===== config.mk =====
export PLATFORM = sky130hd
export DESIGN_NAME = seq_detect_arbiter
export DESIGN_NICKNAME = d
export VERILOG_FILES = /design/src/rtl/seq_detect_arbiter.sv
export SDC_FILE = /design/constraint.sdc
export NUM_CORES = 1
export LEC_CHECK = 0
export ABC_AREA = 1
export CAP_MARGIN = 5
export CORE_MARGIN = 1
export CORE_UTILIZATION = 30
export DETAILED_ROUTE_END_ITERATION = 16
export GPL_TIMING_DRIVEN = 0
export HOLD_SLACK_MARGIN = 0.08
export PLACE_DENSITY_LB_ADDON = 0.1
export SETUP_SLACK_MARGIN = 0.05
export SLEW_MARGIN = 20
export SYNTH_ARGS = -nofsm -noshare
export SYNTH_HDL_FRONTEND = slang
export SYNTH_SLANG_ARGS = --single-unit

===== constraint.sdc =====
create_clock -name clk -period 2.7 [get_ports clk]
set_input_delay 0.27 -clock clk [delete_from_list [all_inputs] [get_ports clk]]
set_output_delay 0.27 -clock clk [all_outputs]
set_load 0.005 [all_outputs]

===== src/rtl/seq_detect_arbiter.sv =====
// Round-robin shared "1011" overlapping Mealy detector across N_CH serial lanes.
// Per-channel progress lives in a small state table; hits are tagged and counted.
module seq_detect_arbiter #(
    parameter int N_CH = 4,
    parameter int CNT_W = 8,
    localparam int CH_W = $clog2(N_CH)
) (
    input  logic                  clk,
    input  logic                  reset,
    input  logic [N_CH-1:0]       req_valid,
    input  logic [N_CH-1:0]       req_bit,
    output logic [N_CH-1:0]       req_ready,
    input  logic [N_CH-1:0]       ch_clear,
    output logic                  hit_valid,
    output logic [CH_W-1:0]       hit_ch,
    output logic [N_CH*CNT_W-1:0] hit_count
);

    typedef enum logic [1:0] {
        IDLE = 2'd0,
        G1   = 2'd1,
        G10  = 2'd2,
        G101 = 2'd3
    } st_t;

    st_t              st  [N_CH];
    logic [CNT_W-1:0] cnt [N_CH];
    logic [CH_W-1:0]  ptr;

    logic [N_CH-1:0]  eligible;
    logic             gnt_any;
    logic [CH_W-1:0]  gnt_ch;
    logic             gnt_bit;
    logic             hit;

    // Sums never exceed 2*N_CH-2, so one conditional subtract is a full modulo.
    function automatic logic [CH_W-1:0] wrap(input logic [CH_W:0] v);
        logic [CH_W:0] r;
        r = (v >= (CH_W+1)'(N_CH)) ? v - (CH_W+1)'(N_CH) : v;
        return r[CH_W-1:0];
    endfunction

    function automatic st_t nxt(input st_t s, input logic b);
        st_t n;
        unique case (s)
            IDLE:    n = b ? G1 : IDLE;
            G1:      n = b ? G1 : G10;
            G10:     n = b ? G101 : IDLE;
            G101:    n = b ? G1 : G10;
            default: n = IDLE;
        endcase
        return n;
    endfunction

    assign eligible = req_valid & ~ch_clear;

    always_comb begin
        logic [CH_W-1:0] idx;
        gnt_any   = 1'b0;
        gnt_ch    = '0;
        req_ready = '0;
        idx       = '0;
        for (int i = 0; i < N_CH; i++) begin
            idx = wrap({1'b0, ptr} + (CH_W+1)'(i));
            if (!gnt_any && eligible[idx]) begin
                gnt_any = 1'b1;
                gnt_ch  = idx;
            end
        end
        if (gnt_any) req_ready[gnt_ch] = 1'b1;
    end

    assign gnt_bit = req_bit[gnt_ch];
    assign hit     = gnt_any && (st[gnt_ch] == G101) && gnt_bit;

    always_ff @(posedge clk or posedge reset) begin
        if (reset) begin
            ptr       <= '0;
            hit_valid <= 1'b0;
            hit_ch    <= '0;
            for (int c = 0; c < N_CH; c++) begin
                st[c]  <= IDLE;
                cnt[c] <= '0;
            end
        end else begin
            hit_valid <= hit;
            if (hit) hit_ch <= gnt_ch;
            if (gnt_any) ptr <= wrap({1'b0, gnt_ch} + (CH_W+1)'(1));
            for (int c = 0; c < N_CH; c++) begin
                if (ch_clear[c]) begin
                    st[c]  <= IDLE;
                    cnt[c] <= '0;
                end else if (req_ready[c]) begin
                    st[c] <= nxt(st[c], req_bit[c]);
                    if (hit && cnt[c] != '1) cnt[c] <= cnt[c] + 1'b1;
                end
            end
        end
    end

    for (genvar c = 0; c < N_CH; c++) begin : g_cnt
        assign hit_count[c*CNT_W +: CNT_W] = cnt[c];
    end

endmodule

Word level (Yosys, flattened, before mapping)
Index checks and enable logic that the tools add are counted.
{"block": "word_totals", "reg_bits": 45, "in_bits": 14, "out_inout_bits": 39, "elab_cells": 154}
{"block": "classes", "n_addsub": 13, "n_lt_le_gt_ge": 12, "n_eq_ne": 17, "mux": 65, "bitwise_logic": 3, "n_reduce_logical": 33}
{"cell": "two-way mux 8 bit", "n": 12}
{"cell": "two-way mux 2 bit", "n": 27}
{"cell": "adder 8 x 1 -> 8 bit (second input constant)", "n": 4}
{"cell": "inequality test 8 bit (second input constant)", "n": 4}
{"cell": "one-hot mux 2 bit (3 select lines)", "n": 4}
{"cell": "== test 2 bit (second input constant)", "n": 9}
{"cell": "nonzero test 2 bit", "n": 8}
{"cell": ">= comparator 3 bit (second input constant)", "n": 5}
{"cell": "less-than comparator 2 x 3 -> 1 bit (second input constant)", "n": 5}
{"cell": "two-way mux 1 bit", "n": 14}
{"cell": "binary-select mux 1 bit (select 2 bit)", "n": 5}
{"cell": "logical AND 1 bit", "n": 10}
{"cell": "subtractor 2 x 1 -> 2 bit (second input constant)", "n": 5}
{"cell": "== test 2 x 1 -> 1 bit (second input constant)", "n": 4}
{"cell": "zero test 2 bit", "n": 4}
{"cell": "AND reduction 2 bit", "n": 4}
{"cell": "OR reduction 2 bit", "n": 4}
{"cell": "adder 2 x 1 -> 3 bit (second input constant)", "n": 2}
{"cell": "adder 2 x 2 -> 3 bit (second input constant)", "n": 2}
{"cell": "AND 4 bit", "n": 1}
{"cell": "binary-select mux 2 bit (select 2 bit)", "n": 1}
{"cell": "two-way mux 4 bit", "n": 1}
{"cell": "NOT 4 bit", "n": 1}
{"cell": ">= comparator 2 x 3 -> 1 bit (second input constant)", "n": 1}
{"cell": "4 further kinds", "n": 6}

Longest topological paths before layout
Gate-level depths: netlist of the first run.
{"block": "logic_depth", "depth_word": 25, "mapped_depth": 20, "depth_no_buf": 19}

Worst setup path before layout of the first run
OpenSTA, ideal clock, no wires.
{"block": "synth_timing", "kind": "register to register", "start": "reg ptr[0]", "end": "reg cnt, in the netlist hit_count[30]", "setup_ps": 113, "arrival_ps": 2174, "required_ps": 2587, "slack_ps": 412, "path_stages_with_launch": 18, "path_buffers": 2, "period_less_slack_ps": 2288, "cell_sequence": "dfrtp_1 buf_6 inv_4 nand2_1 nand2_2 nand3_2 nand2_2 nand2_1 nand3_1 nand2_1 nor2_2 ha_1 nand2_2 a31oi_1 buf_4 nand4_1 nand2_1 nor2_1"}
{"block": "synth_between", "elab_chain_len": 24, "elab_cells_between_ends": 56, "cone_classes": "7 x add/sub; 6 x order compare; 1 x eq/ne; 28 x mux; 1 x bitwise; 13 x reduce/logical"}
{"element": "from (decl)", "line_no": "28", "rtl": "logic [CH_W-1:0] ptr;"}
{"element": "from (signal assigned)", "line_no": "88", "rtl": "if (gnt_any) ptr <= wrap({1'b0, gnt_ch} + (CH_W+1)'(1));"}
{"element": "parallel branches: the longest is 13 deep, another holds adder 2 x 1 -> 3 bit"}
{"element": "two-way mux 2 bit (*)", "line_no": "65", "rtl": "if (!gnt_any && eligible[idx]) begin"}
{"element": "net gnt_ch[0]", "line_no": "32", "rtl": "logic [CH_W-1:0] gnt_ch;"}
{"element": "NOT 2 -> 3 bit (not written as such)", "line_no": "74", "rtl": "assign hit = gnt_any && (st[gnt_ch] == G101) && gnt_bit;"}
{"element": "binary-select mux 2 bit (select 2 bit)", "line_no": "74"}
{"element": "two-way mux 2 bit (not written as such) (2 in a row)", "line_no": "74"}
{"element": "== test 2 bit", "line_no": "74"}
{"element": "logical AND 1 bit (2 in a row)", "line_no": "74"}
{"element": "logical AND 1 bit", "line_no": "95", "rtl": "if (hit && cnt[c] != '1) cnt[c] <= cnt[c] + 1'b1;"}
{"element": "nonzero test 2 bit (no source line)"}
{"element": "AND reduction 2 bit (no source line) (*)"}
{"element": "to (signal, indexed assignment)", "line_no": "83", "rtl": "cnt[c] <= '0;"}
{"element": "to (signal, indexed assignment)", "line_no": "92", "rtl": "cnt[c] <= '0;"}
{"element": "to (decl)", "line_no": "27", "rtl": "logic [CNT_W-1:0] cnt [N_CH];"}
Mark *: on every way through the listed nets, which the timed path passes. The select of a mux whose other input is x is not followed.
A chain may end at the register's enable or synchronous reset.

Final worst setup path of the first run
{"block": "layout_timing", "start": "reg ptr[0]", "end": "out req_ready[0]"}
{"block": "layout_between", "elab_chain_len": 19, "elab_cells_between_ends": 43, "cone_classes": "7 x add/sub; 6 x order compare; 23 x mux; 7 x reduce/logical"}
{"element": "parallel branches: the longest is 18 deep, another holds adder 2 x 1 -> 3 bit"}
{"element": "two-way mux 4 bit (*)", "line_no": "70", "rtl": "if (gnt_any) req_ready[gnt_ch] = 1'b1;"}
{"element": "to (decl)", "line_no": "12", "rtl": "output logic [N_CH-1:0] req_ready,"}
Every way passes the cells marked *. The select of a mux whose other input is x is not followed.

==> results of run 1 <==
how the worst max path moves through the flow:
| stage | startpoint | end | slack [ns] |
|---|---|---|---|
| 6_report | ptr[0] | req_ready[0] | 0.20 |
| 5_1_grt | ptr[0] | hit_count[26] | 0.02 |
| 4_1_cts | ptr[0] | req_ready[0] | 0.008 |
| 3_5_place_dp | ch_clear[3] | hit_count[26] | -0.41 |
| 3_3_place_gp | ch_clear[3] | hit_count[30] | -0.43 |
| 2_1_floorplan | ptr[0] | hit_count[30] | 0.41 |
stage by stage:
step                      total power, uW  hold slack (ns)  setup TNS [ns]
after floorplan                      2260            0.333               0
after CTS                            3720            0.184               0
final                                3970            0.183               0
after global routing                 4280            0.185               0
after detailed placement             2900            0.483           -9.78
after global placement               2890            0.498          -10.05
where the power goes:
part | leakage (uW) | switching [uW] | internal (uW)
logic | 0.00116 | 1450 | 1090
registers | 0.000613 | 101 | 782
clock network | 0.0000585 | 243 | 302
Yosys cell counts, types with 2 or more instances:
cell type	n
nand3_1	45
buf_6	2
a21oi_1	6
nand2_4	2
nand2_1	119
buf_4	6
xor2_1	8
inv_1	35
nor3_1	11
inv_2	8
nand3b_1	3
dfrtp_1	45
nand3_2	8
nand2_2	8
nor4_1	2
a31oi_1	3
nor2_1	36
o21ai_1	3
ha_1	8
nand4_1	13
xnor2_1	2
nor2_4	2
layout by cell type, fill, tap and decap left out, types with 2 or more instances in the layout:
cell type / synthesis / layout
ha_2: 0 / 2
xor2_1: 8 / 8
buf_4: 6 / 19
a21oi_1: 6 / 6
dfrtp_1: 45 / 44
xnor2_1: 2 / 2
nor4_1: 2 / 2
nand3_1: 45 / 39
buf_6: 2 / 6
ha_1: 8 / 5
a31oi_1: 3 / 2
nor2_1: 36 / 36
nand2_2: 8 / 13
nand3b_1: 3 / 3
clkdlybuf4s50_1: 0 / 44
nor3_1: 11 / 11
nor2_4: 2 / 3
inv_1: 35 / 31
inv_2: 8 / 11
a31oi_4: 0 / 2
nand4_1: 13 / 13
o21ai_1: 3 / 3
nand3_2: 8 / 13
nand2_4: 2 / 6
clkbuf_2: 0 / 3
nand2_1: 119 / 110
clkbuf_8: 0 / 6
cell families after synthesis:
group | Yosys count | share of synthesized area [%]
simple gates | 251 | 41.0
fa+ha+maj | 8 | 3.52
compound gates | 17 | 3.83
flops | 45 | 39.6
xor+xnor | 10 | 3.08
buf+inv | 54 | 8.97
critical path, delay by kind of cell, from the launching register on:
| kind | cells | cell delay, ns |
|---|---|---|
| adders and majority gates | 1 | 0.17 |
| buffers and inverters | 6 | 0.56 |
| and+or+nand+nor | 10 | 0.81 |
| DFF | 1 | 0.38 |
flip-flops by register name, indices dropped and copies added (netlist names):
name       flops
ptr            2
hit_valid      1
hit_count     32
st             8
hit_ch         2
timing repair:
item / 4_1_cts / 5_1_grt
gates resized for setup: 23 / 31
setup buffers: 9 / 5
setup endpoints to repair: 18 / 36
pin swaps: 10 / 11
gates cloned: 0 / 2
endpoints found under the hold margin: 0 / 0
final cells by class:
type / instances / area [um2] / area share [%]
Buffer: 10 / 97.6 / 2.52
Clock buffer: 7 / 86.3 / 2.23
Clock inverter: 1 / 30.0 / 0.776
Inverter: 44 / 175 / 4.53
Multi-Input combinational cell: 286 / 1590 / 41.1
Sequential cell: 45 / 1130 / 29.1
Tap cell: 111 / 139 / 3.59
Timing Repair Buffer: 66 / 622 / 16.1
per-layer routing:
layer | share of wire (%) | vias to the layer above | GRT usage, %
li1 | - | 1389 | -
met3 | 3.5 | 6 | 2.88
met5 | 0 | - | 0
met1 | 48 | 1254 | 19.6
met2 | 47 | 45 | 25.3
met4 | 0.89 | 0 | 3.85
==> results.txt, run 1 <==
Post-route cell area: 0.00387 mm2
Tightest Hold Check Type: input pin to flop
Leakage: 0.00183 uW
Clock root cell: clkbuf_8
Vias per cell: 4.73
Total routed wirelength: 7120 um
Synth Instances: 385
Gr usage total: 15.0%
Most frequent CP cell: nand2_4
Top cells by area, synth: dfrtp_1, nand2_1, nand3_1
Initial Util: 30.9%
Worst Skew: 0.0161 ns
Vias: 2694
Mapped cell area: 0.00285 mm2
Pin count of the biggest net entering global routing: 25
Post-synth top area share: 39.6%
Syn. warnings: 0
Run status: finished with violations
Drt wl/cell: 12.5 um
Proportion of synthesized flip-flops having asynchronous set or reset: 100%
Critical R2R Launch: ptr[0]
Post-DP HPWL: 5140 um
Top FF cell, synth: dfrtp_1
Crit. End Element: output pin
Worst Path Arrival: 2.23 ns
Final Util: 42.1%
First-pass GRT wire length: 11900 um
Critical R2R Capture: hit_count[31]
CP Class: flop to output pin
R2R setup slack: 0.23 ns
Sequential area share after synthesis: 39.6%
Gpl congestion: 0.834
DP Cell Count: 546
Hold Crit Depth: 2
Clk buf depth: 2
Die area: 0.00988 mm2
RSZ-0062 raised after global routing: yes
Die X: 99.4 um
Non-filler cells, final: 570
CTS clk-pin slew, worst paths: 0.10 ns
Vias in the first global route: 2546
FMAX: 399 MHz
Grt total ovfl: 0
Slew @ Worst Pin: 0.546 ns
Critical Path Max Stage Delay: 0.38 ns
P&R area growth vs syn: 35.9%
Slowest stage cell, crit path: dfrtp_1
Setup ws final: 0.196 ns
Fin. Hold Viols: 0
Failing checks: DRC
Worst R2R Path Depth: 19
First-pass DRT Iterations: 10
Clk_lat worst skew: 0.31 ns
Cell accounting for the most synthesized area: dfrtp_1
# rows: 35
Ports: 53
Layout cell share with drive strength beyond 1: 20.3%
Pins Over Slew Limit: 0
Syn_nets: 407
Synth unique cells: 32
EDFF count, synth: 0
Nets: 480
Depth of the CTS H-tree: 2
Final Setup Violations: 0
Synthesized area per cell: 7.39 um2
Cell chain of the critical path: buf_6, inv_8, nand2_2, nand2_2, nand3_2, nand2_4, nand2_4, nor2_4, nand2_4, nor2_4, buf_4, inv_2, nand2_4, ha_2, nand2_2, inv_2, clkbuf_2
# diodes: 0
Slew headroom: 63.5%
Worst Path Max Fanout: 8
CTS Sinks: 45
Core box area: 0.00920 mm2
Synthesized flop and latch total: 45
Post-route minimum period: 2.50 ns
Crit share post-route: 92.7%
CP Data Required Time: 2.43 ns
# port buffers: 49
Chip Height: 99.4 um
Dpl ws: -0.410 ns
Post-DP Area: 0.00349 mm2
Hold path start: ch_clear[1]
Number of antenna violations at the first check in global routing: 0
Startpoint types: flop
Max-Cap Viols: 0
Fillers: 976
DRT iter0 DRCs: 71
Num CTS Buffers: 5
DRC viols: 2
Hold_buf cts: 0
CTS tree: done
Antenna-violating nets left: 0
PD cells: 1030 mW/mm2
Worst VDD drop: 0.000348 V
Worst hold endpoint: hit_count[9]
Note: power is estimated with default switching activity, not from simulation.
==> run 2, diff against run 1 <==
- clock period: 2.7 -> 2.1 ns (I/O delays scaled with it)
==> results.txt, run 2 (synthesized netlist as in run 1, its figures left out) <==
Run status: finished with violations
Failing checks: setup timing
Int Pwr: 3710 uW
Fin. Hold Viols: 0
Die X: 99.4 um
Cell chain of the critical path: buf_6, clkinv_8, nand2_4, nand2_4, nand3_2, nand2_4, nand2_2, nor2_4, buf_6, nand3_4, nand2_8, inv_6, ha_4, nand2_2, inv_1, clkdlybuf4s15_1
PD cells: 1510 mW/mm2
Final Total Pwr: 6600 uW
Clk_lat worst skew: 0.30 ns
Worst Skew: 0.00501 ns
Sequential power share: 17.1%
Worst Path Max Fanout: 8
DRT iter0 DRCs: 54
Most frequent cells in the layout: nand2_1, dfrtp_1, clkdlybuf4s50_1
Clock root cell: clkbuf_8
Vias in the first global route: 2754
Nets: 498
FMAX: 410 MHz
Die area: 0.00988 mm2
Hold_buf cts: 0
Setup TNS: -10.11 ns
Gpl congestion: 0.850
Clk buf depth: 2
Met2 GRT Util: 27.8%
Number of flip-flops in the largest register: 32
Num CTS Buffers: 5
Drt wl/cell: 13.0 um
Most frequent CP cell: nand2_4
Post-route minimum period: 2.44 ns
Ports: 53
M3 GR Usage: 2.81%
CTS tree: done
Crit. End Element: output pin
Grt peak-use layer: met2
Depth of the CTS H-tree: 2
# port buffers: 49
First-pass DRT Iterations: 4
Setup ws final: -0.339 ns
Switching part of the total: 43.8%
Crit path from: ptr[0]
Crit share post-route: 116%
Pins Over Slew Limit: 0
Fillers: 918
Vias per cell: 4.79
Clock power share: 8.7%
Dpl ws: -0.850 ns
Hold path start: ch_clear[1]
Buffers & Inverters on Critical Path: 6
GR Layer Usage met1: 20.3%
Antenna-violating nets left: 0
Final Setup Violations: 45
CP Class: flop to output pin
Vias: 2813
Slew @ Worst Pin: 0.700 ns
Slowest stage cell, crit path: dfrtp_1
CTS clk-pin slew, worst paths: 0.09 ns
# rows: 35
Tightest Hold Check Type: input pin to flop
Gr usage total: 16.1%
Startpoint types: flop
Critical Path Max Stage Delay: 0.38 ns
Post-DP HPWL: 5050 um
Pin count of the biggest net entering global routing: 30
CP top delay family: simple AND/OR/NAND/NOR gates
Core box area: 0.00920 mm2
Worst VDD drop: 0.000786 V
RSZ-0062 raised after global routing: yes
Total routed wirelength: 7610 um
Max-Cap Viols: 0
Chip Height: 99.4 um
Grt total ovfl: 0
# diodes: 0
Layout cell share with drive strength beyond 1: 30.3%
CTS Sinks: 45
First-pass GRT wire length: 12700 um
Initial Util: 30.9%
CP Data Required Time: 1.89 ns
DRC viols: 0
Leakage: 0.00199 uW
Commonest non-fill, non-tap cell in the layout: nand2_1
Number of antenna violations at the first check in global routing: 0
Slew headroom: 53.2%
Combinational Power Share: 74.2%
Critical R2R Launch: ptr[0]
Worst Path Arrival: 2.23 ns
P&R area growth vs syn: 53.7%
Sw Pwr: 2890 uW
-- run 2: final timing paths --
path	to	slack [ns]	cells after the start
min in group asynchronous	hit_count[9]	0.33	2
hold / removal	hit_count[9]	0.12	2
max in group asynchronous	hit_count[4]	1.24	3
setup / recovery	req_ready[3]	-0.34	16
setup reg to reg	hit_count[15]	-0.34	20
hold reg to reg	hit_ch[0]	0.51	2
-- run 2: final cells by class --
| type | instances | area, um2 | share of cell area, % |
|---|---|---|---|
| Buffer | 10 | 118 | 2.69 |
| Clock buffer | 7 | 86.3 | 1.97 |
| Inverter | 44 | 190 | 4.35 |
| Timing Repair Buffer | 84 | 865 | 19.8 |
| Multi-Input combinational cell | 286 | 1850 | 42.3 |
| Tap cell | 111 | 139 | 3.18 |
| Sequential cell | 45 | 1130 | 25.8 |
-- run 2: through the flow --
| stage | cells | utilization, % | hold slack [ns] | cell area (um2) |
|---|---|---|---|---|
| CTS | 583 | 45.4 | 0.124 | 4180 |
| finish | 587 | 47.6 | 0.124 | 4370 |
| floorplan | 385 | - | 0.273 | 2900 |
| detailed placement | 546 | 38.7 | 0.456 | 3560 |
| global placement | 545 | 38.4 | 0.454 | 3530 |
| global route | 587 | 47.6 | 0.118 | 4370 |
-- run 2: power by group through the flow --
stage          Clock, uW  Combinational (uW)  Sequential (uW)
2_1_floorplan          0                1920             1130
3_3_place_gp           0                2690             1150
3_5_place_dp           0                2720             1150
4_1_cts              594                4450             1130
5_1_grt              622                5280             1150
6_report             572                4900             1130
-- run 2: repair_timing --
item                       4_1_cts  5_1_grt
gates cloned                     4        0
resized for setup               85       39
setup endpoints to repair       48       47
buffers inserted                26        4
pin swaps                       22       25
-- run 2: layer usage --
metal  share of wire [%]  wire length, um
met5                   0                0
met4                 1.3               98
met3                 3.3              252
met2                  49             3700
met1                  47             3560
